--- src/rtl/piso_sched.sv ---
// rtl/piso_sched.sv - Wishbone-programmed word FIFO feeding a parallel-in/serial-out shifter with frame strobe and IRQ.
// Bit period is div+1 cycles; div and bit order are latched per word when it is loaded.
module piso_sched #(
  parameter int BITS  = 16,
  parameter int DEPTH = 4
) (
  input  logic        wb_clk_i,
  input  logic        wb_rst_ni,
  input  logic        wbs_cyc_i,
  input  logic        wbs_stb_i,
  input  logic        wbs_we_i,
  input  logic [3:0]  wbs_sel_i,
  input  logic [31:0] wbs_adr_i,
  input  logic [31:0] wbs_dat_i,
  output logic        wbs_ack_o,
  output logic [31:0] wbs_dat_o,
  output logic        ser_out,
  output logic        ser_oeb,
  output logic        frame_o,
  output logic        irq
);

  localparam int PW = (DEPTH > 1) ? $clog2(DEPTH) : 1;
  localparam int CW = PW + 1;
  localparam int BW = (BITS > 1) ? $clog2(BITS) : 1;

  typedef enum logic [1:0] {S_IDLE, S_LOAD, S_SHIFT, S_DONE} state_t;

  state_t          state_q, state_d;
  logic            ack_q, ack_d;
  logic [31:0]     dat_q, dat_d;
  logic            en_q, en_d;
  logic            msb_q, msb_d;
  logic [7:0]      div_q, div_d;
  logic            ovf_q, ovf_d;
  logic            done_q, done_d;
  logic            die_q, die_d;
  logic            oie_q, oie_d;
  logic [BITS-1:0] mem_q [DEPTH];
  logic [BITS-1:0] mem_d [DEPTH];
  logic [PW-1:0]   rp_q, rp_d;
  logic [PW-1:0]   wp_q, wp_d;
  logic [CW-1:0]   cnt_q, cnt_d;
  logic [BITS-1:0] sreg_q, sreg_d;
  logic [BW-1:0]   bit_q, bit_d;
  logic [7:0]      dcnt_q, dcnt_d;
  logic            cur_msb_q, cur_msb_d;
  logic [7:0]      cur_div_q, cur_div_d;

  logic        access, wr;
  logic [1:0]  rsel;
  logic        push_req, push_ok, pop;
  logic        full, empty, busy;
  logic        set_done;
  logic [3:0]  level;
  logic [31:0] rdata;
  logic        unused_ok;

  assign unused_ok = ^{wbs_sel_i, wbs_adr_i, wbs_dat_i};

  assign access   = wbs_cyc_i & wbs_stb_i & ~ack_q;
  assign wr       = access & wbs_we_i;
  assign rsel     = wbs_adr_i[3:2];
  assign full     = (cnt_q == CW'(DEPTH));
  assign empty    = (cnt_q == '0);
  assign busy     = (state_q != S_IDLE);
  assign pop      = (state_q == S_LOAD);
  assign push_req = wr && (rsel == 2'd1);
  // A pop on the same edge frees a slot, so a full FIFO can still accept.
  assign push_ok  = push_req && (!full || pop);
  assign level    = 4'(cnt_q);

  always_comb begin
    rdata = 32'h0;
    case (rsel)
      2'd0: rdata = {16'h0, div_q, 6'h0, msb_q, en_q};
      2'd1: rdata = 32'h0;
      2'd2: rdata = {20'h0, level, 3'h0, done_q, ovf_q, empty, full, busy};
      2'd3: rdata = {30'h0, oie_q, die_q};
      default: rdata = 32'h0;
    endcase
  end

  always_comb begin
    ack_d = access;
    dat_d = access ? rdata : 32'h0;
  end

  always_comb begin
    mem_d = mem_q;
    rp_d  = rp_q;
    wp_d  = wp_q;
    cnt_d = cnt_q + CW'(push_ok) - CW'(pop);
    if (push_ok) begin
      mem_d[wp_q] = wbs_dat_i[BITS-1:0];
      wp_d        = wp_q + 1'b1;
    end
    if (pop) begin
      rp_d = rp_q + 1'b1;
    end
  end

  always_comb begin
    en_d   = en_q;
    msb_d  = msb_q;
    div_d  = div_q;
    die_d  = die_q;
    oie_d  = oie_q;
    ovf_d  = ovf_q;
    done_d = done_q;
    if (wr && rsel == 2'd0) begin
      en_d  = wbs_dat_i[0];
      msb_d = wbs_dat_i[1];
      div_d = wbs_dat_i[15:8];
    end
    if (wr && rsel == 2'd3) begin
      die_d = wbs_dat_i[0];
      oie_d = wbs_dat_i[1];
    end
    if (wr && rsel == 2'd2) begin
      if (wbs_dat_i[3]) ovf_d  = 1'b0;
      if (wbs_dat_i[4]) done_d = 1'b0;
    end
    // Set events are applied last so they win over a simultaneous clear.
    if (push_req && !push_ok) ovf_d = 1'b1;
    if (set_done) done_d = 1'b1;
  end

  always_comb begin
    state_d   = state_q;
    sreg_d    = sreg_q;
    bit_d     = bit_q;
    dcnt_d    = dcnt_q;
    cur_msb_d = cur_msb_q;
    cur_div_d = cur_div_q;
    set_done  = 1'b0;
    case (state_q)
      S_IDLE: begin
        if (en_q && !empty) state_d = S_LOAD;
      end
      S_LOAD: begin
        sreg_d    = mem_q[rp_q];
        bit_d     = '0;
        dcnt_d    = div_q;
        cur_div_d = div_q;
        cur_msb_d = msb_q;
        state_d   = S_SHIFT;
      end
      S_SHIFT: begin
        if (dcnt_q != 8'h0) begin
          dcnt_d = dcnt_q - 8'h1;
        end else if (bit_q == BW'(BITS - 1)) begin
          state_d  = S_DONE;
          set_done = 1'b1;
        end else begin
          sreg_d = cur_msb_q ? (sreg_q << 1) : (sreg_q >> 1);
          bit_d  = bit_q + 1'b1;
          dcnt_d = cur_div_q;
        end
      end
      S_DONE: begin
        state_d = (en_q && !empty) ? S_LOAD : S_IDLE;
      end
      default: state_d = S_IDLE;
    endcase
  end

  always_ff @(posedge wb_clk_i or negedge wb_rst_ni) begin
    if (!wb_rst_ni) begin
      state_q   <= S_IDLE;
      ack_q     <= 1'b0;
      dat_q     <= 32'h0;
      en_q      <= 1'b0;
      msb_q     <= 1'b0;
      div_q     <= 8'h0;
      ovf_q     <= 1'b0;
      done_q    <= 1'b0;
      die_q     <= 1'b0;
      oie_q     <= 1'b0;
      for (int i = 0; i < DEPTH; i++) mem_q[i] <= '0;
      rp_q      <= '0;
      wp_q      <= '0;
      cnt_q     <= '0;
      sreg_q    <= '0;
      bit_q     <= '0;
      dcnt_q    <= 8'h0;
      cur_msb_q <= 1'b0;
      cur_div_q <= 8'h0;
    end else begin
      state_q   <= state_d;
      ack_q     <= ack_d;
      dat_q     <= dat_d;
      en_q      <= en_d;
      msb_q     <= msb_d;
      div_q     <= div_d;
      ovf_q     <= ovf_d;
      done_q    <= done_d;
      die_q     <= die_d;
      oie_q     <= oie_d;
      mem_q     <= mem_d;
      rp_q      <= rp_d;
      wp_q      <= wp_d;
      cnt_q     <= cnt_d;
      sreg_q    <= sreg_d;
      bit_q     <= bit_d;
      dcnt_q    <= dcnt_d;
      cur_msb_q <= cur_msb_d;
      cur_div_q <= cur_div_d;
    end
  end

  assign wbs_ack_o = ack_q;
  assign wbs_dat_o = dat_q;
  assign frame_o   = (state_q == S_SHIFT);
  assign ser_out   = (state_q == S_SHIFT) & (cur_msb_q ? sreg_q[BITS-1] : sreg_q[0]);
  assign ser_oeb   = ~en_q;
  assign irq       = (done_q & die_q) | (ovf_q & oie_q);

endmodule
--- config.mk ---
export PLATFORM = sky130hd
export DESIGN_NAME = piso_sched
export DESIGN_NICKNAME = d
export VERILOG_FILES = /design/src/rtl/piso_sched.sv
export SDC_FILE = /design/constraint.sdc
export NUM_CORES = 1
export LEC_CHECK = 0
export CAP_MARGIN = 30
export CORE_MARGIN = 2
export CORE_UTILIZATION = 35
export CTS_CLUSTER_SIZE = 14
export DETAILED_ROUTE_END_ITERATION = 6
export PLACE_DENSITY_LB_ADDON = 0.25
export REMOVE_ABC_BUFFERS = 1
export SKIP_LAST_GASP = 1
export SYNTH_ARGS = -nofsm -noshare
export SYNTH_HDL_FRONTEND = slang
export SYNTH_SLANG_ARGS = --single-unit
--- constraint.sdc ---
create_clock -name wb_clk_i -period 4.4 [get_ports wb_clk_i]
set_input_delay 0.44 -clock wb_clk_i [delete_from_list [all_inputs] [get_ports wb_clk_i]]
set_output_delay 0.44 -clock wb_clk_i [all_outputs]
set_load 0.01 [all_outputs]
[Word level (Yosys, flattened, before mapping)]
Index checks and enable logic that the tools add are counted.
Storage, ports and cells
  register bits: 157
  word-level logic and storage cells: 115
  bits of input ports: 73
  output and inout port bits: 37
Operators by class
  add/sub/neg operators: 6
  order comparisons: 3
  bitwise gates (word level): 11
  equality and inequality tests: 13
  reduce and logical (&&, ||, !) cells: 27
  multiplexer cells: 33
Operators by type and width (count)
  $pmux W32 S4: 1
  $mux W16: 6
  $bwmux W64: 1
  $bmux W16 S2: 1
  $demux W16 S2: 1
  $mux W32: 1
  $pmux W16 S2: 1
  $mux W8: 2
  $pmux W8 S2: 1
  $reduce_bool A2 Y1: 6
  $mux W1: 11
  $eq A2 B2 Y1 const B: 4
  $logic_and A1 B1 Y1: 8
  $mux W4: 2
  $pmux W2 S4: 1
  $pmux W4 S2: 1
  $reduce_bool A8 Y1: 1
  $sub A8 B1 Y8 const B: 1
  $and A1 B1 Y1: 6
  $ge A3 B3 Y1 const B: 2
  $mux W2: 3
  $ne A2 B2 Y1 const B: 3
  $not A2 Y3: 2
  $reduce_and A2 Y1: 3
  other kinds (17): 24

[Depth between registers and ports, before layout]
Gate-level depths: netlist of run 1.
  depth after elaboration: 9
  mapped depth: 9
  depth with buffers taken out: 9

[Least setup slack after synthesis of run 1]
No wires, ideal clock.
  path kind: reg-to-reg
  start: register state_q[1]
  end: register cnt_q[1]
  setup time: 0.136 ns
  required time: 4.264 ns
  clock period less this slack: 2.270 ns
  arrival time: 2.135 ns
  path buffers: 0
  cell stages (with the launch flop): 9
  slack: 2.130 ns
  path through: dfrtp_1 > inv_1 > ha_1 > nor4b_2 > nor4_4 > inv_1 > o21ai_0 > ha_1 > fa_1
On the way
  word-level cells in the longest chain between the ends: 5
Ends and longest elaborated chain
  from (decl): RTL line 29  | state_t state_q, state_d;
  from (signal assigned): RTL line 190  | state_q <= state_d;
  $eq A2 B1 Y1 (*): RTL line 67  | assign pop = (state_q == S_LOAD);
  $logic_or A1 B1 Y1: RTL line 70  | assign push_ok = push_req && (!full || pop);
  $logic_and A1 B1 Y1: RTL line 70
  $add A3 B1 Y3: RTL line 93  | cnt_d = cnt_q + CW'(push_ok) - CW'(pop);
  $sub A3 B1 Y3 (*): RTL line 93
  net cnt_d[1]: RTL line 43  | logic [CW-1:0] cnt_q, cnt_d;
  to (signal assigned): RTL line 203  | cnt_q <= cnt_d;
  to (decl): RTL line 43
Mark *: on every way through the listed nets, which the timed path passes. The rest lies on a longest branch.
A chain may end at the register's enable or synchronous reset.

[Worst setup path in the final report of run 1]
  start: register cur_msb_q
  end: output ser_out
On the way
  word-level cells in the longest chain between the ends: 2
Ends and longest elaborated chain
  from (decl): RTL line 47  | logic cur_msb_q, cur_msb_d;
  from (signal assigned): RTL line 207  | cur_msb_q <= cur_msb_d;
  $mux W1: RTL line 215  | assign ser_out = (state_q == S_SHIFT) & (cur_msb_q ? sreg_q[BITS-1] : sreg_q[0]);
  $and A1 B1 Y1: RTL line 215
  to (decl): RTL line 17  | output logic ser_out,
Every way passes these cells.

==> results_dict.tcl, run 1 <==
set metrics [dict create \
    status "complete, no violations" \
    powerDensity_nw_per_um2 629.6 \
    num_rows 50 \
    synthCells 521 \
    drt_wl_total_um 14360 \
    crit_family "flip-flops" \
    finClkSkew_ns 0.01196 \
    clkTransAtPathRegs_ns 0.06 \
    cts_made_buffers 17 \
    cts_tree "yes" \
    drt_first_pass_iters 4 \
    worstPathRequired_ns 3.96 \
    yosys.area.top_type_share_pct 50.91 \
    p_comb_share_pct 32.8 \
    muxShareOfSynthArea_pct 24.00 \
    cts.sinks 138 \
    yosys.area_share.simple_pct 8.652 \
    hp-class "reg2reg" \
    n_antenna_cell 0 \
    drc 0 \
    sequentialPowerShare_pct 41.1 \
    dp_hpwl_um 9287 \
    cp_slowest_cell "dfrtp_1" \
    via_per_inst 4.956 \
    vdd_drop_max_mv 0.2876 \
    synth_area_per_cell_um2 13.02 \
    ctsHtreeMaxLevel 4 \
    wl_per_cell_um 17.26 \
    power_leakage_nw 3.677 \
    p_int_mw 3.316 \
    syn2layout_area_growth_pct 16.95 \
    grt_pass1_vias 4353 \
    synth.distinct_cells 54 \
    synthTopCellsByArea "dfrtp_1 (51%), mux2_4 (8.9%), mux2_2 (7.5%)" \
    stdcell_area_um2 7933 \
    design.portCount 110 \
    ys_warn_count 0 \
    core_um2 18830 \
    layout-drive-gt1-share_pct 26.40 \
    crit_start "cur_msb_q$_DFFE_PN0P_" \
    synth_top_family_by_area "multiplexers" \
    fin_setup_tns_ns 0 \
    critPathMaxFanout 18 \
    p_sw_mw 1.678 \
    vias 4123 \
    antenna_left 0 \
    max-cap-violations 0 \
    setup_viol 0 \
    fp.dieH_um 143.2 \
    synth_top_flop_cell "dfrtp_1" \
    grt_max_degree 109 \
    worst_pin_slew_ns 0.9550 \
    crit_path_start_kind "flip-flop" \
    dp.cells 802 \
    grt_pass1_wl_um 23600 \
    drv_slew 0 \
    track_usage_pct 15.09 \
    switching_share_pct 33.60 \
    netlist_area_um2 6783 \
    fin_crit_sh_pct 65.01 \
    max_freq_mhz 349.6 \
    synth-compound-area-share_pct 8.190 \
    cts_resized 0 \
    start_util_pct 36.02 \
    yosys.area_share.xor_xnor_pct 0.7748 \
    stdcell_count 832 \
    synth_fa_ha_area_share_pct 2.509 \
    gp_congestion 0.7921 \
    crit_buf_inv 1 \
    worst_setup_path_end_kind "output pin" \
    io_buffer_count 40 \
    synth_seq_cells 138 \
    holdWs_ns 0.5002 \
    gr-total-overflow 0 \
    antenna_found_initial 0 \
    dr.first_iter.drc_count 247 \
    ys_seq_area_share_pct 50.91 \
    die_x_um 143.2 \
    synth-edff-count 0 \
    path_cells "mux2i_1, nor2b_1, clkdlybuf4s50_1" \
    rsz0062_at_grt "false" \
    place_area_um2 7363 \
    clock_path_buffers 2 \
    cpPeakStageDelay_ns 0.96 \
    pwr-share-clk_pct 26.1 \
    r2r-start "dcnt_q[0]$_DFFE_PN0P_" \
    cts_root_buf "clkbuf_16" \
    dieArea_um2 20510 \
    synth_most_common_cell "dfrtp_1" \
    relSlewSlack_pct 36.33 \
    fill_cells 1715 \
    synthTopCellsByCount "dfrtp_1 (138), mux2_2 (45), o21ai_0 (45), mux2_4 (40), nand2_1 (40)" \
    async_flop_share_pct 100.0 \
    synth_top_area_cell "dfrtp_1" \
    hp-start "mem_q[4]$_DFFE_PN0P_" \
    nNetsFinal 649 \
    critPathKind "reg2out" \
    clock_latency_ns 0.42 \
    hold_violations 0 \
    arrival_ns 2.42 \
    period_minus_slack_ns 2.860 \
]
==> routing by layer <==
layer / part of all wire [%] / track usage, %
met1: 49 / 20.91
met2: 46 / 22.92
met3: 4.2 / 3.924
met4: 1.3 / 5.470
met5: 0 / 0
==> state kept, by name, summed over array words and instances, names as in the netlist, 2 cells and up <==
name and flops:
sreg_q 16, rp_q 2, dcnt_q 8, div_q 8
state_q 2, mem_q 64, wbs_dat_o 13, cnt_q 3
cur_div_q 8, bit_q 4, wp_q 2
==> cells by family (layout without fill, tap and decap cells) <==
kind of cell,after synthesis,count (layout)
mux,117,117
xor+xnor,6,6
simple gates,102,102
fa+ha+maj,13,13
buf+inv,59,92
other cells,1,19
flops,138,138
compound gates,85,85
==> through the flow <==
step / total power, mW / worst slack [ns] / utilization, %
after floorplan: 3.185 / 1.125 / -
after global placement: 3.628 / 1.544 / 39.06
after detailed placement: 3.714 / 1.466 / 39.10
after CTS: 5.048 / 1.561 / 41.93
after global routing: 5.323 / 1.448 / 42.13
final: 4.994 / 1.540 / 42.13
==> power by group through the flow <==
stage / combinational [mW] / sequential [mW] / clock (mW)
after floorplan: 1.22 / 1.96 / 0
after detailed placement: 1.64 / 2.07 / 0
after global routing: 1.82 / 2.11 / 1.39
after CTS: 1.65 / 2.05 / 1.34
final: 1.64 / 2.05 / 1.30
after global placement: 1.58 / 2.04 / 0
==> worst register-to-register path, cell delays in order (launching register included) <==
cell     delay (ns)
dfrtp_1        0.40
inv_1          0.14
ha_1           0.18
nor3b_2        0.59
a41oi_1        0.47
buf_4          0.31
a22o_1         0.20
==> cell usage in the layout (no fill, tap or decap), types with 4 or more instances in the layout <==
| cell | netlist | routed |
|---|---|---|
| buf_4 | 20 | 7 |
| clkdlybuf4s50_1 | 0 | 39 |
| mux2_2 | 45 | 45 |
| mux4_2 | 16 | 16 |
| nand2_4 | 4 | 4 |
| a21oi_1 | 4 | 4 |
| inv_1 | 15 | 15 |
| conb_1 | 1 | 19 |
| ha_1 | 12 | 11 |
| clkbuf_16 | 0 | 17 |
| a41oi_1 | 5 | 4 |
| dfrtp_1 | 138 | 138 |
| a22o_1 | 7 | 7 |
| nand3_1 | 8 | 8 |
| mux2_4 | 40 | 40 |
| nand2_1 | 40 | 40 |
| or3_1 | 6 | 6 |
| and2_1 | 7 | 7 |
| mux2i_1 | 16 | 16 |
| o21ai_0 | 45 | 45 |
| clkinvlp_4 | 0 | 4 |
| nor3_1 | 6 | 6 |
| nor2b_1 | 4 | 4 |
| nor2_1 | 9 | 9 |
==> final cells by class <==
type                            instances  area [µm²]  area share, %
Clock inverter                          8       75.07         0.9464
Clock buffer                           20       456.7          5.757
Multi-Input combinational cell        342        3074          38.75
Sequential cell                       138        3453          43.53
Tap cell                              260       325.3          4.101
Timing Repair Buffer                   49       491.7          6.199
Inverter                               15       56.30         0.7098
==> final timing paths <==
check                                              end  slack, ns  depth (start not counted)
max in group asynchronous        mem_q[39]$_DFFE_PN0P_       3.09                          3
worst max register to register   dcnt_q[7]$_DFFE_PN0P_       1.99                          6
min in group asynchronous       wbs_dat_o[3]$_DFF_PN0_       0.51                          2
worst min register to register    mem_q[4]$_DFFE_PN0P_       0.50                          1
worst max-delay path                           ser_out       1.54                          3
worst min-delay path              mem_q[4]$_DFFE_PN0P_       0.50                          1
==> what timing repair did <==
item / in CTS / in global routing
buffers inserted: 0 / 0
endpoints found under the hold margin: 0 / 40
hold buffers: 0 / 1
No activity file was read; power rests on OpenSTA's default activity.
==> inputs of run 2 (changes only) <==
==> constraint.sdc (replaced) <==
create_clock -name wb_clk_i -period 2.7 [get_ports wb_clk_i]
set_input_delay 0.27 -clock wb_clk_i [delete_from_list [all_inputs] [get_ports wb_clk_i]]
set_output_delay 0.27 -clock wb_clk_i [all_outputs]
set_load 0.01 [all_outputs]
==> run 2 against run 1 <==
  * Total power is 69% higher
  * Global-route usage up 0.42 points
  * Routed wire length is 3.4% higher
  * Clock skew decreased by 0.0010 ns
  * Sequential share of layout area fell by 0.73 points
  * Via count increased by 2.3%
  * Register-to-register slack got worse by 1.6 ns
  * Sequential power is 57% higher
  * Worst setup slack got worse by 1.1 ns
  * Critical path type is now reg2reg
  * Critical endpoint is now mem_q[47]$_DFFE_PN0P_
==> results_dict.tcl, run 2 (same netlist as run 1, synthesis figures left out) <==
set metrics [dict create \
    status "complete, no violations" \
    nNetsFinal 660 \
    core_um2 18830 \
    finClkSkew_ns 0.01092 \
    n_antenna_cell 0 \
    drt_wl_total_um 14850 \
    grt_max_degree 60 \
    cts.sinks 138 \
    drc 0 \
    dr.first_iter.drc_count 192 \
    worst_setup_path_end_kind "flip-flop" \
    design.portCount 110 \
    critPathMaxFanout 16 \
    hold_violations 0 \
    max_freq_mhz 437.1 \
    worst_pin_slew_ns 0.6988 \
    vdd_drop_max_mv 0.5296 \
    r2r.worst_path.cells 6 \
    antenna_found_initial 0 \
    path_cells "ha_1, nor4b_2, nor4_4, buf_4, nand2_4, mux2_2" \
    period_minus_slack_ns 2.288 \
    critPathKind "reg2reg" \
    cts_made_buffers 17 \
    crit_family "simple AND/OR/NAND/NOR gates" \
    crit_buf_inv 1 \
    antenna_left 0 \
    via_per_inst 4.978 \
    clock_path_buffers 2 \
    max-cap-violations 0 \
    most-common-layout-cells "dfrtp_1 (138), o21ai_0 (45), mux2_2 (45)" \
    dp.cells 814 \
    power_leakage_nw 3.769 \
    holdWs_ns 0.3860 \
    die_x_um 143.2 \
    gr-total-overflow 0 \
    layout-drive-gt1-share_pct 28.28 \
    r2r-end "mem_q[47]$_DFFE_PN0P_" \
    layout_commonest_cell "dfrtp_1" \
    dieArea_um2 20510 \
    drt_first_pass_iters 4 \
    track_usage_pct 15.51 \
    largest_reg_flops 64 \
    grt_pass1_wl_um 24260 \
    r2r_setup_slack_ns 0.41 \
    num_rows 50 \
    stdcell_area_um2 8068 \
    cts_root_buf "clkbuf_16" \
    fin_ws_ns 0.4124 \
    crit_path_start_kind "flip-flop" \
    place_ws_ns 0.4127 \
    wl_per_cell_um 17.53 \
    grt_pass1_vias 4436 \
    worstPathRequired_ns 3.00 \
    hp-class "in2async" \
    setup_viol 0 \
    fin_crit_sh_pct 84.72 \
    clkTransAtPathRegs_ns 0.06 \
    relSlewSlack_pct 53.41 \
    powerDensity_nw_per_um2 1049 \
    cpPeakStageDelay_ns 0.45 \
    stdcell_count 847 \
    post_cts.repair.setup_buffers 0 \
    largest_register "mem_q" \
    vias 4216 \
    dp_hpwl_um 9921 \
    start_util_pct 36.02 \
    arrival_ns 2.59 \
    gp_congestion 0.7727 \
    ctsHtreeMaxLevel 4 \
    ctsHoldBuffers 1 \
    place_area_um2 7453 \
    syn2layout_area_growth_pct 18.94 \
    cp_slowest_cell "dfrtp_1" \
    drv_slew 0 \
    rsz0062_at_grt "false" \
    r2r-start "state_q[0]$_DFFE_PN0P_" \
    cts_resized 0 \
    cts_tree "yes" \
    clock_latency_ns 0.43 \
    io_buffer_count 40 \
    fp.dieH_um 143.2 \
]
run 2: changes by cell type in the layout (fill, tap and decap cells not counted), sizes merged:
cell / delta
buf: +11
clkinv: +4
bufinv: +2
clkinvlp: -2
run 2: worst max path at each step:
stage | from | end | slack [ns] | cells past startpoint
after floorplan | state_q[0]$_DFFE_PN0P_ | sreg_q[10]$_DFFE_PN0P_ | -0.57 | 5
after global placement | wbs_stb_i | cnt_q[2]$_DFF_PN0_ | 0.41 | 8
after detailed placement | state_q[0]$_DFFE_PN0P_ | mem_q[34]$_DFFE_PN0P_ | 0.41 | 6
after CTS | state_q[0]$_DFFE_PN0P_ | ser_out | 0.38 | 4
after global routing | state_q[1]$_DFFE_PN0P_ | mem_q[34]$_DFFE_PN0P_ | 0.27 | 7
final | state_q[0]$_DFFE_PN0P_ | mem_q[47]$_DFFE_PN0P_ | 0.41 | 6
run 2: power breakdown:
part           switching (mW)  internal, mW  total (mW)  leakage [nW]
registers               0.502          2.71        3.21          1.81
clock network           0.887          1.49        2.38         0.296
logic                    1.41          1.46        2.87          1.66
run 2: metrics by stage:
| stage | TNS, ns | power [mW] | util [%] |
|---|---|---|---|
| 2_1_floorplan | -10.11 | 5.191 | - |
| 6_report | 0 | 8.462 | 42.84 |
| 4_1_cts | 0 | 8.548 | 42.84 |
| 3_3_place_gp | 0 | 5.993 | 39.58 |
| 5_1_grt | 0 | 9.007 | 42.84 |
| 3_5_place_dp | 0 | 6.126 | 39.58 |
run 2: worst register-to-register path: stages (launching register included):
cell and delay (ns):
dfrtp_1 0.45, ha_1 0.30, nor4b_2 0.45, nor4_4 0.07, buf_4 0.20, nand2_4 0.30
mux2_2 0.40
run 2: per-layer routing:
| metal | global-route usage [%] | vias up | share of wire [%] |
|---|---|---|---|
| met2 | 23.85 | 87 | 47 |
| met4 | 4.954 | 0 | 1.2 |
| met1 | 21.35 | 2155 | 47 |
| met3 | 4.259 | 16 | 4.6 |
| met5 | 0 | - | 0 |
| li1 | - | 1958 | - |
run 2: cell type report:
class | count | area, µm²
fillers | 1742 | 10760
inverters | 15 | 56.30
clock buffers | 20 | 456.7
flip-flops and latches | 138 | 3453
multi-input cells | 342 | 3074
repair buffers | 60 | 554.3
clock inverters | 12 | 147.6
well taps | 260 | 325.3
==> inputs of run 3 (changes only) <==
==> constraint.sdc (replaced) <==
create_clock -name wb_clk_i -period 2 [get_ports wb_clk_i]
set_input_delay 0.2 -clock wb_clk_i [delete_from_list [all_inputs] [get_ports wb_clk_i]]
set_output_delay 0.2 -clock wb_clk_i [all_outputs]
set_load 0.01 [all_outputs]
==> run 3 against run 2 <==
  * Critical path depth rose by 2
  * Non-clock buffer count rose by 28
  * Count of clock-buffer cells in the layout rose by 1
  * Largest cell class unchanged
==> results_dict.tcl, run 3 (same netlist as run 1, synthesis figures left out) <==
set metrics [dict create \
    design.portCount 110 \
    drv_slew 0 \
    drt_first_pass_iters 4 \
    drc 0 \
    start_util_pct 36.02 \
    ctsHtreeMaxLevel 4 \
    finClkSkew_ns 0.01096 \
    antenna_found_initial 0 \
    gr-total-overflow 0 \
    fin_setup_tns_ns 0 \
    setup_viol 0 \
    place_area_um2 7731 \
    die_x_um 143.2 \
    cts.sinks 138 \
    most-common-layout-cells "dfrtp_1 (138), mux2_2 (45), o21ai_0 (44)" \
    cts_root_buf "clkbuf_16" \
    nNetsFinal 689 \
    drt_wl_total_um 15290 \
    via_per_inst 5.059 \
    hold_violations 0 \
    clock_path_buffers 2 \
    powerDensity_nw_per_um2 1408 \
    status "complete, no violations" \
    power_mw 11.88 \
    gp_congestion 0.7849 \
    io_buffer_count 40 \
    critPathKind "reg2reg" \
    fp.dieH_um 143.2 \
    crit_path_start_kind "flip-flop" \
    dr.first_iter.drc_count 264 \
    cts_made_buffers 17 \
    rsz0062_at_grt "true" \
    place_ws_ns -0.1425 \
    fin_crit_sh_pct 96.32 \
    max_freq_mhz 519.1 \
    antenna_left 0 \
    layout_commonest_cell "dfrtp_1" \
    critPathMaxFanout 2 \
    clkTransAtPathRegs_ns 0.06 \
    worst_setup_path_end_kind "flip-flop" \
    cts_tree "yes" \
    period_minus_slack_ns 1.926 \
    largest_register "mem_q" \
    max-cap-violations 0 \
    holdWs_ns 0.2480 \
    worstPathRequired_ns 2.29 \
    wl_per_cell_um 17.45 \
    fin_ws_ns 0.07355 \
    largest_reg_flops 64 \
    stdcell_area_um2 8436 \
    dieArea_um2 20510 \
    stdcell_count 876 \
    num_rows 50 \
    hp-class "in2async" \
    arrival_ns 2.22 \
    dp.cells 841 \
    n_antenna_cell 0 \
    grt_pass1_vias 4692 \
    grt_pass1_wl_um 25190 \
    dp_hpwl_um 10330 \
    power_leakage_nw 3.942 \
    grt_max_degree 46 \
    syn2layout_area_growth_pct 24.37 \
    layout-drive-gt1-share_pct 32.95 \
    core_um2 18830 \
    clock_latency_ns 0.42 \
    vdd_drop_max_mv 0.6953 \
    track_usage_pct 15.92 \
    vias 4432 \
    fill_cells 1690 \
    finish.utilization_pct 44.80 \
]
[run 3: worst max-delay path, stage by stage, from the launching register on]
cell     delay, ns
dfrtp_1       0.39
inv_2         0.08
ha_4          0.14
nor4b_4       0.05
nor4_4        0.30
inv_1         0.09
o21ai_2       0.14
ha_2          0.18
fa_2          0.42
[run 3: per-layer routing]
layer	routed length (µm)	global-route usage (%)	part of all wire [%]	up-vias
met5	0	0	0	-
met4	269	4.954	1.8	0
met3	575	3.655	3.8	21
met2	7329	25.41	48	94
met1	7111	21.63	47	2297
li1	-	-	-	2020
[run 3: cell type report]
cell class              instances  area [µm²]  area share, %
inverters                      15       56.30         0.6675
repair buffers                 88       842.1          9.982
flip-flops and latches        138        3453          40.94
multi-input cells             343        3159          37.45
clock buffers                  21       480.5          5.696
clock inverters                11       118.9          1.409
well taps                     260       325.3          3.856
[run 3: timing repair]
item                       4_1_cts  5_1_grt
gates resized for setup          7       16
setup buffers                    1        0
hold buffers                     1        0
gates cloned                     1        1
pin swaps                        3        4
setup endpoints to repair       35       63
hold endpoints to repair        36        0
[run 3: final timing paths]
check	startpoint	end	slack (ns)	depth (start not counted)
setup / recovery	state_q[1]$_DFFE_PN0P_	cnt_q[1]$_DFF_PN0_	0.07	8
hold / removal	wb_rst_ni	wbs_dat_o[3]$_DFF_PN0_	0.25	2
setup reg to reg	state_q[1]$_DFFE_PN0P_	cnt_q[1]$_DFF_PN0_	0.07	8
hold reg to reg	mem_q[18]$_DFFE_PN0P_	mem_q[18]$_DFFE_PN0P_	0.50	1
max in group asynchronous	wb_rst_ni	mem_q[55]$_DFFE_PN0P_	1.01	3
min in group wb_clk_i	mem_q[18]$_DFFE_PN0P_	mem_q[18]$_DFFE_PN0P_	0.50	1
[run 3: power by group]
part | total, mW | switching, mW | internal, mW | leakage, nW
Sequential | 4.28 | 0.622 | 3.66 | 1.81
Clock | 3.15 | 1.19 | 1.96 | 0.299
Combinational | 4.45 | 2.15 | 2.30 | 1.83
